$ cat config.mk
export PLATFORM = sky130hd
export DESIGN_NAME = pipe_ctrl
export DESIGN_NICKNAME = d
export VERILOG_FILES = /design/src/rtl/pipe_pkg.sv /design/src/rtl/pipe_ctrl_sat_counter.sv /design/src/rtl/pipe_ctrl.sv
export SDC_FILE = /design/constraint.sdc
export NUM_CORES = 1
export LEC_CHECK = 0
export CORE_UTILIZATION = 53
export DETAILED_ROUTE_END_ITERATION = 7
export PLACE_DENSITY = 0.86
export SYNTH_ARGS = -nofsm -noshare
export SYNTH_HDL_FRONTEND = slang
export SYNTH_SLANG_ARGS = --single-unit
$ cat constraint.sdc
create_clock -name clk -period 2.1 [get_ports clk]
set_input_delay 0.42 -clock clk [delete_from_list [all_inputs] [get_ports clk]]
set_output_delay 0.42 -clock clk [all_outputs]
set_load 0.005 [all_outputs]
$ cat src/rtl/pipe_pkg.sv
// Shared definitions for the pipeline control block: controller state
// encoding, the all-zero control word used to build bubbles, and the
// stage-register indices used for the write-enable/flush vectors.
package pipe_pkg;

  typedef enum logic [1:0] {
    INIT     = 2'd0,
    RUN      = 2'd1,
    MEM_WAIT = 2'd2
  } pipe_state_e;

  // Stage-register indices into the per-stage enable/flush vectors.
  localparam int STG_IFID  = 0;
  localparam int STG_IDEX  = 1;
  localparam int STG_EXMEM = 2;
  localparam int STG_MEMWB = 3;
  localparam int NUM_STG   = 4;

  // Control-zero word: no stage enabled / no stage flushed.
  localparam logic [NUM_STG-1:0] CTRL_ZERO = '0;
  // Every stage register loads a bubble.
  localparam logic [NUM_STG-1:0] BUBBLE_ALL = '1;

  // One-hot stage mask helper.
  function automatic logic [NUM_STG-1:0] stg_mask(input int idx);
    logic [NUM_STG-1:0] m;
    m      = CTRL_ZERO;
    m[idx] = 1'b1;
    return m;
  endfunction

endpackage

$ cat src/rtl/pipe_ctrl_sat_counter.sv
// Saturating up-counter with synchronous clear; clear beats increment.
module sat_counter #(
  parameter int CNT_W = 16
) (
  input  logic             clk,
  input  logic             rst_n,
  input  logic             inc,
  input  logic             clr,
  output logic [CNT_W-1:0] cnt
);

  // Count up on inc, hold at all-ones, clear on request.
  always_ff @(posedge clk or negedge rst_n) begin
    if (!rst_n) begin
      cnt <= '0;
    end else if (clr) begin
      cnt <= '0;
    end else if (inc && (cnt != {CNT_W{1'b1}})) begin
      cnt <= cnt + CNT_W'(1);
    end
  end

endmodule

$ cat src/rtl/pipe_ctrl.sv
// Pipeline hazard control: converts load-use stall, taken branch and
// data-memory wait into per-stage write enables and flushes, runs a
// full-pipeline flush after reset, flags data-memory timeouts and keeps
// saturating hazard performance counters.
module pipe_ctrl
  import pipe_pkg::*;
#(
  parameter int INIT_CYCLES = 4,
  parameter int MEM_TIMEOUT = 255,
  parameter int CNT_W       = 16
) (
  input  logic             clk,
  input  logic             rst_n,
  input  logic             Need_Stall,
  input  logic             EX__Branch_Taken,
  input  logic             EXmem__MemEnable,
  input  logic             Mem_Ready,
  input  logic             IF__Imem_Ready,
  input  logic             Clr_Cnt,
  output logic             PC_En,
  output logic             IFid__WE,
  output logic             IDex__WE,
  output logic             EXmem__WE,
  output logic             MEMwb__WE,
  output logic             IFid__Flush,
  output logic             IDex__Flush,
  output logic             EXmem__Flush,
  output logic             MEMwb__Flush,
  output logic             Mem_Err,
  output logic [CNT_W-1:0] Stall_Cnt,
  output logic [CNT_W-1:0] Flush_Cnt,
  output logic [CNT_W-1:0] Wait_Cnt
);

  localparam int INIT_W = (INIT_CYCLES > 1) ? $clog2(INIT_CYCLES + 1) : 1;
  localparam int WAIT_W = (MEM_TIMEOUT > 1) ? $clog2(MEM_TIMEOUT + 1) : 1;

  pipe_state_e         state_q, state_d;
  logic [INIT_W-1:0]   init_cnt_q;
  logic [WAIT_W-1:0]   wait_cnt_q;
  logic                init_last;
  logic                mw;
  logic                stall_hit;
  logic                flush_hit;
  logic                wait_hit;
  logic                pc_en;
  logic [NUM_STG-1:0]  stg_we;
  logic [NUM_STG-1:0]  stg_flush;

  assign mw        = EXmem__MemEnable && !Mem_Ready;
  assign init_last = (init_cnt_q == INIT_W'(INIT_CYCLES - 1));

  // State register.
  always_ff @(posedge clk or negedge rst_n) begin
    if (!rst_n) begin
      state_q <= INIT;
    end else begin
      state_q <= state_d;
    end
  end

  // Next state and same-cycle stage controls, highest-priority hazard first.
  always_comb begin
    state_d   = state_q;
    pc_en     = 1'b0;
    stg_we    = CTRL_ZERO;
    stg_flush = BUBBLE_ALL;
    stall_hit = 1'b0;
    flush_hit = 1'b0;
    wait_hit  = 1'b0;
    case (state_q)
      INIT: begin
        if (init_last) begin
          state_d = RUN;
        end
      end
      default: begin
        state_d   = RUN;
        pc_en     = 1'b1;
        stg_we    = BUBBLE_ALL;
        stg_flush = CTRL_ZERO;
        if (mw) begin
          // Hold everything; MEM_WB takes a bubble while the load is pending.
          state_d   = MEM_WAIT;
          pc_en     = 1'b0;
          stg_we    = CTRL_ZERO;
          stg_flush = stg_mask(STG_MEMWB);
          wait_hit  = 1'b1;
        end else if (Need_Stall) begin
          // Freeze PC/IF_ID/ID_EX, bubble into EX_MEM, let MEM_WB drain.
          pc_en     = 1'b0;
          stg_we    = stg_mask(STG_MEMWB);
          stg_flush = stg_mask(STG_EXMEM);
          stall_hit = 1'b1;
        end else if (EX__Branch_Taken) begin
          // Redirect PC and squash the two younger instructions.
          stg_we    = stg_mask(STG_EXMEM) | stg_mask(STG_MEMWB);
          stg_flush = stg_mask(STG_IFID) | stg_mask(STG_IDEX);
          flush_hit = 1'b1;
        end else if (!IF__Imem_Ready) begin
          // No fetched word: hold PC, bubble into IF_ID, rest advances.
          pc_en     = 1'b0;
          stg_we    = stg_mask(STG_IDEX) | stg_mask(STG_EXMEM) | stg_mask(STG_MEMWB);
          stg_flush = stg_mask(STG_IFID);
        end
      end
    endcase
  end

  // Post-reset flush length counter.
  always_ff @(posedge clk or negedge rst_n) begin
    if (!rst_n) begin
      init_cnt_q <= '0;
    end else if ((state_q == INIT) && !init_last) begin
      init_cnt_q <= init_cnt_q + INIT_W'(1);
    end
  end

  // Consecutive memory-wait length and sticky timeout flag.
  always_ff @(posedge clk or negedge rst_n) begin
    if (!rst_n) begin
      wait_cnt_q <= '0;
      Mem_Err    <= 1'b0;
    end else if (wait_hit) begin
      if (wait_cnt_q != WAIT_W'(MEM_TIMEOUT)) begin
        wait_cnt_q <= wait_cnt_q + WAIT_W'(1);
      end
      if (wait_cnt_q >= WAIT_W'(MEM_TIMEOUT - 1)) begin
        Mem_Err <= 1'b1;
      end
    end else begin
      wait_cnt_q <= '0;
    end
  end

  sat_counter #(.CNT_W(CNT_W)) u_stall_cnt (
    .clk   (clk),
    .rst_n (rst_n),
    .inc   (stall_hit),
    .clr   (Clr_Cnt),
    .cnt   (Stall_Cnt)
  );

  sat_counter #(.CNT_W(CNT_W)) u_flush_cnt (
    .clk   (clk),
    .rst_n (rst_n),
    .inc   (flush_hit),
    .clr   (Clr_Cnt),
    .cnt   (Flush_Cnt)
  );

  sat_counter #(.CNT_W(CNT_W)) u_wait_cnt (
    .clk   (clk),
    .rst_n (rst_n),
    .inc   (wait_hit),
    .clr   (Clr_Cnt),
    .cnt   (Wait_Cnt)
  );

  assign PC_En        = pc_en;
  assign IFid__WE     = stg_we[STG_IFID];
  assign IDex__WE     = stg_we[STG_IDEX];
  assign EXmem__WE    = stg_we[STG_EXMEM];
  assign MEMwb__WE    = stg_we[STG_MEMWB];
  assign IFid__Flush  = stg_flush[STG_IFID];
  assign IDex__Flush  = stg_flush[STG_IDEX];
  assign EXmem__Flush = stg_flush[STG_EXMEM];
  assign MEMwb__Flush = stg_flush[STG_MEMWB];

endmodule

==> run metrics, run 1 <==
outcome=complete, no violations; number of cell rows=29; synthesized area divided by synthesized cell count=9.30 um^2; global route total overflow=0; Vert. Die Dim=about 84 um; largest cells by area after synthesis=sky130_fd_sc_hd__dfrtp_1 (44%), sky130_fd_sc_hd__mux2_2 (4.8%), sky130_fd_sc_hd__a21oi_1 (4.2%); PortBufs=65; transition time of the tightest slew-check pin=just under 0.5 ns; DR vias=~3.5k; maximum clock frequency=around 490 MHz; number of standard cells in the final layout excluding fillers=~560; maximum root-to-sink buffer count=2; met1 routed wirelength after detailed routing=between 3000 and 4000 um; most instantiated flip-flop cell in the synthesis netlist=sky130_fd_sc_hd__dfrtp_1; register share of total power=42.8%; total clock buffers created by CTS=9; Area growth, synth to finish=33.9%; Leakage Power=between 1.5 and 2 nW; R2R cell count=6; die area=roughly 7000 um^2; R2R Path Start=u_wait_cnt.cnt[1]; clock latency on the worst-skew pair=0.34 ns; kind of start point of the critical path=input port; EDFF count, synth=0; met2 WL=4590 um; library cells used by synthesis=44; Placed Cells incl. Taps=540; fraction of layout cells with a size suffix above 1=approximately 18%; number of nets with antenna violations after detailed routing=0; time the final worst path needs with I/O delays and setup=between 2 and 2.5 ns; Rel. slew slack=66.7%; proportion of power drawn by the clock network=between 30% and 40%; largest driver fanout on the critical path=3; total number of H-tree levels=3; number of sinks handled by clock tree synthesis=62; Boundary Pins=66; post-route clock skew=~0.0079 ns; Post-Place Setup Slack=-0.340 ns; number of failing setup endpoints in the final timing report=0; smallest setup slack after layout=around 0.06 ns; Synth warnings=0; Detailed Place HPWL=~6300 um; TritonCTS clock tree=built; First DRT Iteration DRCs=~180; number of nets in the synthesized netlist=~400; vias in the first global route=between 3k and 4k; r2r endpoint=u_wait_cnt.cnt[14]; launching instance or port of the critical path=EX__Branch_Taken; signal arrival time at the worst endpoint=about 1.6 ns; post-synthesis sequential area ratio=around 44%; total wirelength of the detailed-routed design=a little over 9000 um; max-cap check violation count=0; internal cell power=2.20 mW; Worst Path Required=~1.7 ns; crit path kind=in2out; power consumption=about 3.0 mW; setup slack of the worst register-to-register path=0.08 ns; clock tree root driver cell=sky130_fd_sc_hd__clkbuf_8; Fillers=448; area share of the largest cell type after synthesis=between 40% and 50%; Final Instance Area=4740 um^2; RePlAce Congestion=0.817; Combinational Power Share=about 18%; Post-Place Cell Area=approximately 4500 um^2; worst hold slack after final layout=0.0588 ns; nets@finish=489; clock-pin transition on the worst setup and hold timing paths=about 0.07 ns; proportion of synthesized flip-flops having asynchronous set or reset=between 90% and 100%; Horiz. Die Dim=roughly 84 um; switching power total=around 0.85 mW; pin count of the biggest net entering global routing=between 60 and 70; netlist area before placement=about 3500 um^2; switching share of total power=between 20% and 30%; fin. max-slew vios=0; power per unit of standard cell area=around 640 nW/um^2; VDD IR-drop max=about 0.51 mV; wire length of the first global-routing pass=~15000 um; initial antenna violation count=0; endpoint class of the critical path=primary output; Initial Utilization=about 55%; DRC viols=0; Total GRT Usage=26.5%; total core area=between 6000 and 7000 um^2; worst hold path type=in2async; post-DR wirelength/cell=16.4 um; fraction of the cycle the final worst path needs=97.1%; number of diodes=0; met3 wirelength from detailed routing=441 um; via count normalized by instance count=between 6 and 7; max layer used=met4; Critical path destination=PC_En; cell taking the most area after synthesis=sky130_fd_sc_hd__dfrtp_1; Gate Count Post-Synth=about 380; length of the first detailed-routing pass in iterations=5; final hold vios=0; total of flip-flops plus latches after synthesis=between 60 and 70
[cell families after synthesis]
| family | share of synthesized area [%] |
|---|---|
| xor gates and xnor gates | 0.989 |
| adders and majority gates | 2.47 |
| buffers and inverters | 3.53 |
| muxes | 5.62 |
| DFF | 43.8 |
| and+or+nand+nor | 27.9 |
| AOI/OAI and AO/OA | 15.6 |
[synth_stat cells (12+ instances only)]
cell type / n
sky130_fd_sc_hd__nand3_1: 20
sky130_fd_sc_hd__nand2_1: 28
sky130_fd_sc_hd__nand4_1: 14
sky130_fd_sc_hd__or4_1: 18
sky130_fd_sc_hd__nor2b_1: 15
sky130_fd_sc_hd__inv_1: 14
sky130_fd_sc_hd__o31ai_1: 19
sky130_fd_sc_hd__dfrtp_1: 62
sky130_fd_sc_hd__mux2_2: 15
sky130_fd_sc_hd__clkbuf_1: 12
sky130_fd_sc_hd__nor2_1: 30
sky130_fd_sc_hd__a21oi_1: 30
[final cells by class]
type	instances	area, um^2	share of cell area [%]
clock buffer	9	124	2.61
clock inverter	7	97.6	2.06
inverter	14	52.6	1.11
multi-input combinational	288	1910	40.2
sequential	62	1550	32.7
tap	77	96.3	2.03
timing repair buffer	99	912	19.2
[worst min-delay path by stage]
| stage | from | end |
|---|---|---|
| CTS | rst_n | u_wait_cnt.cnt[11] |
| finish | rst_n | u_wait_cnt.cnt[11] |
| global placement | rst_n | u_wait_cnt.cnt[13] |
| detailed placement | rst_n | u_wait_cnt.cnt[11] |
| global route | rst_n | u_wait_cnt.cnt[13] |
| floorplan | rst_n | Mem_Err |
[power groups by stage]
stage	sequential, mW	clock [mW]	combinational (mW)
finish	1.30	1.18	0.561
global route	1.31	1.25	0.620
CTS	1.30	1.19	0.558
detailed placement	1.32	0	0.574
global placement	1.32	0	0.551
floorplan	1.32	0	0.280
[registers in the layout (all words and copies together) (netlist names)]
register         cells
u_flush_cnt.cnt     16
u_wait_cnt.cnt      16
u_stall_cnt.cnt     16
init_cnt_q           3
wait_cnt_q           8
Mem_Err              1
state_q              2
[metrics by stage]
| stage | util, % | setup TNS [ns] |
|---|---|---|
| global placement | 70.3 | -6.58 |
| global route | 74.3 | -0.00663 |
| floorplan | - | 0 |
| CTS | 73.9 | 0 |
| finish | 74.3 | 0 |
| detailed placement | 70.3 | -8.48 |
[routing by layer]
metal / global-route usage (%) / vias to the layer above
met3: 5.04 / 14
li1: - / 1635
met5: 0 / -
met2: 45.0 / 110
met1: 34.2 / 1709
met4: 8.94 / 0
[critical path: stages]
cell	delay, ns
sky130_fd_sc_hd__clkdlybuf4s50_1	0.50
sky130_fd_sc_hd__nor2b_2	0.22
sky130_fd_sc_hd__nand2_2	0.10
sky130_fd_sc_hd__o2bb2ai_1	0.14
sky130_fd_sc_hd__dlygate4sd2_1	0.24
[cell usage in the layout (no fill, tap or decap), types with 14 or more instances in the layout]
master	n
sky130_fd_sc_hd__or4_1	18
sky130_fd_sc_hd__o31ai_1	19
sky130_fd_sc_hd__a21oi_1	30
sky130_fd_sc_hd__nand2_1	26
sky130_fd_sc_hd__dfrtp_1	61
sky130_fd_sc_hd__nand4_1	14
sky130_fd_sc_hd__inv_1	14
sky130_fd_sc_hd__nand3_1	20
sky130_fd_sc_hd__buf_4	32
sky130_fd_sc_hd__nor2_1	29
sky130_fd_sc_hd__mux2_2	15
sky130_fd_sc_hd__nor2b_1	14
sky130_fd_sc_hd__clkdlybuf4s50_1	52
[timing repair]
item / 4_1_cts / 5_1_grt
setup endpoints to repair: 9 / 6
hold endpoints to repair: 0 / 0
gates resized for setup: 18 / 8
hold buffers: 0 / 0
setup buffers: 0 / 0
Note: power is estimated with default switching activity, not from simulation.
==> inputs of run 2 (changes only) <==
--- a/config.mk
+++ b/config.mk
@@ -5,6 +5,7 @@
 export SDC_FILE = /design/constraint.sdc
 export NUM_CORES = 1
 export LEC_CHECK = 0
+export ABC_AREA = 0
 export CORE_UTILIZATION = 53
 export DETAILED_ROUTE_END_ITERATION = 7
 export PLACE_DENSITY = 0.86
==> results of run 2 <==
The final DEF is identical to that of run 1; final timing and power are the same.
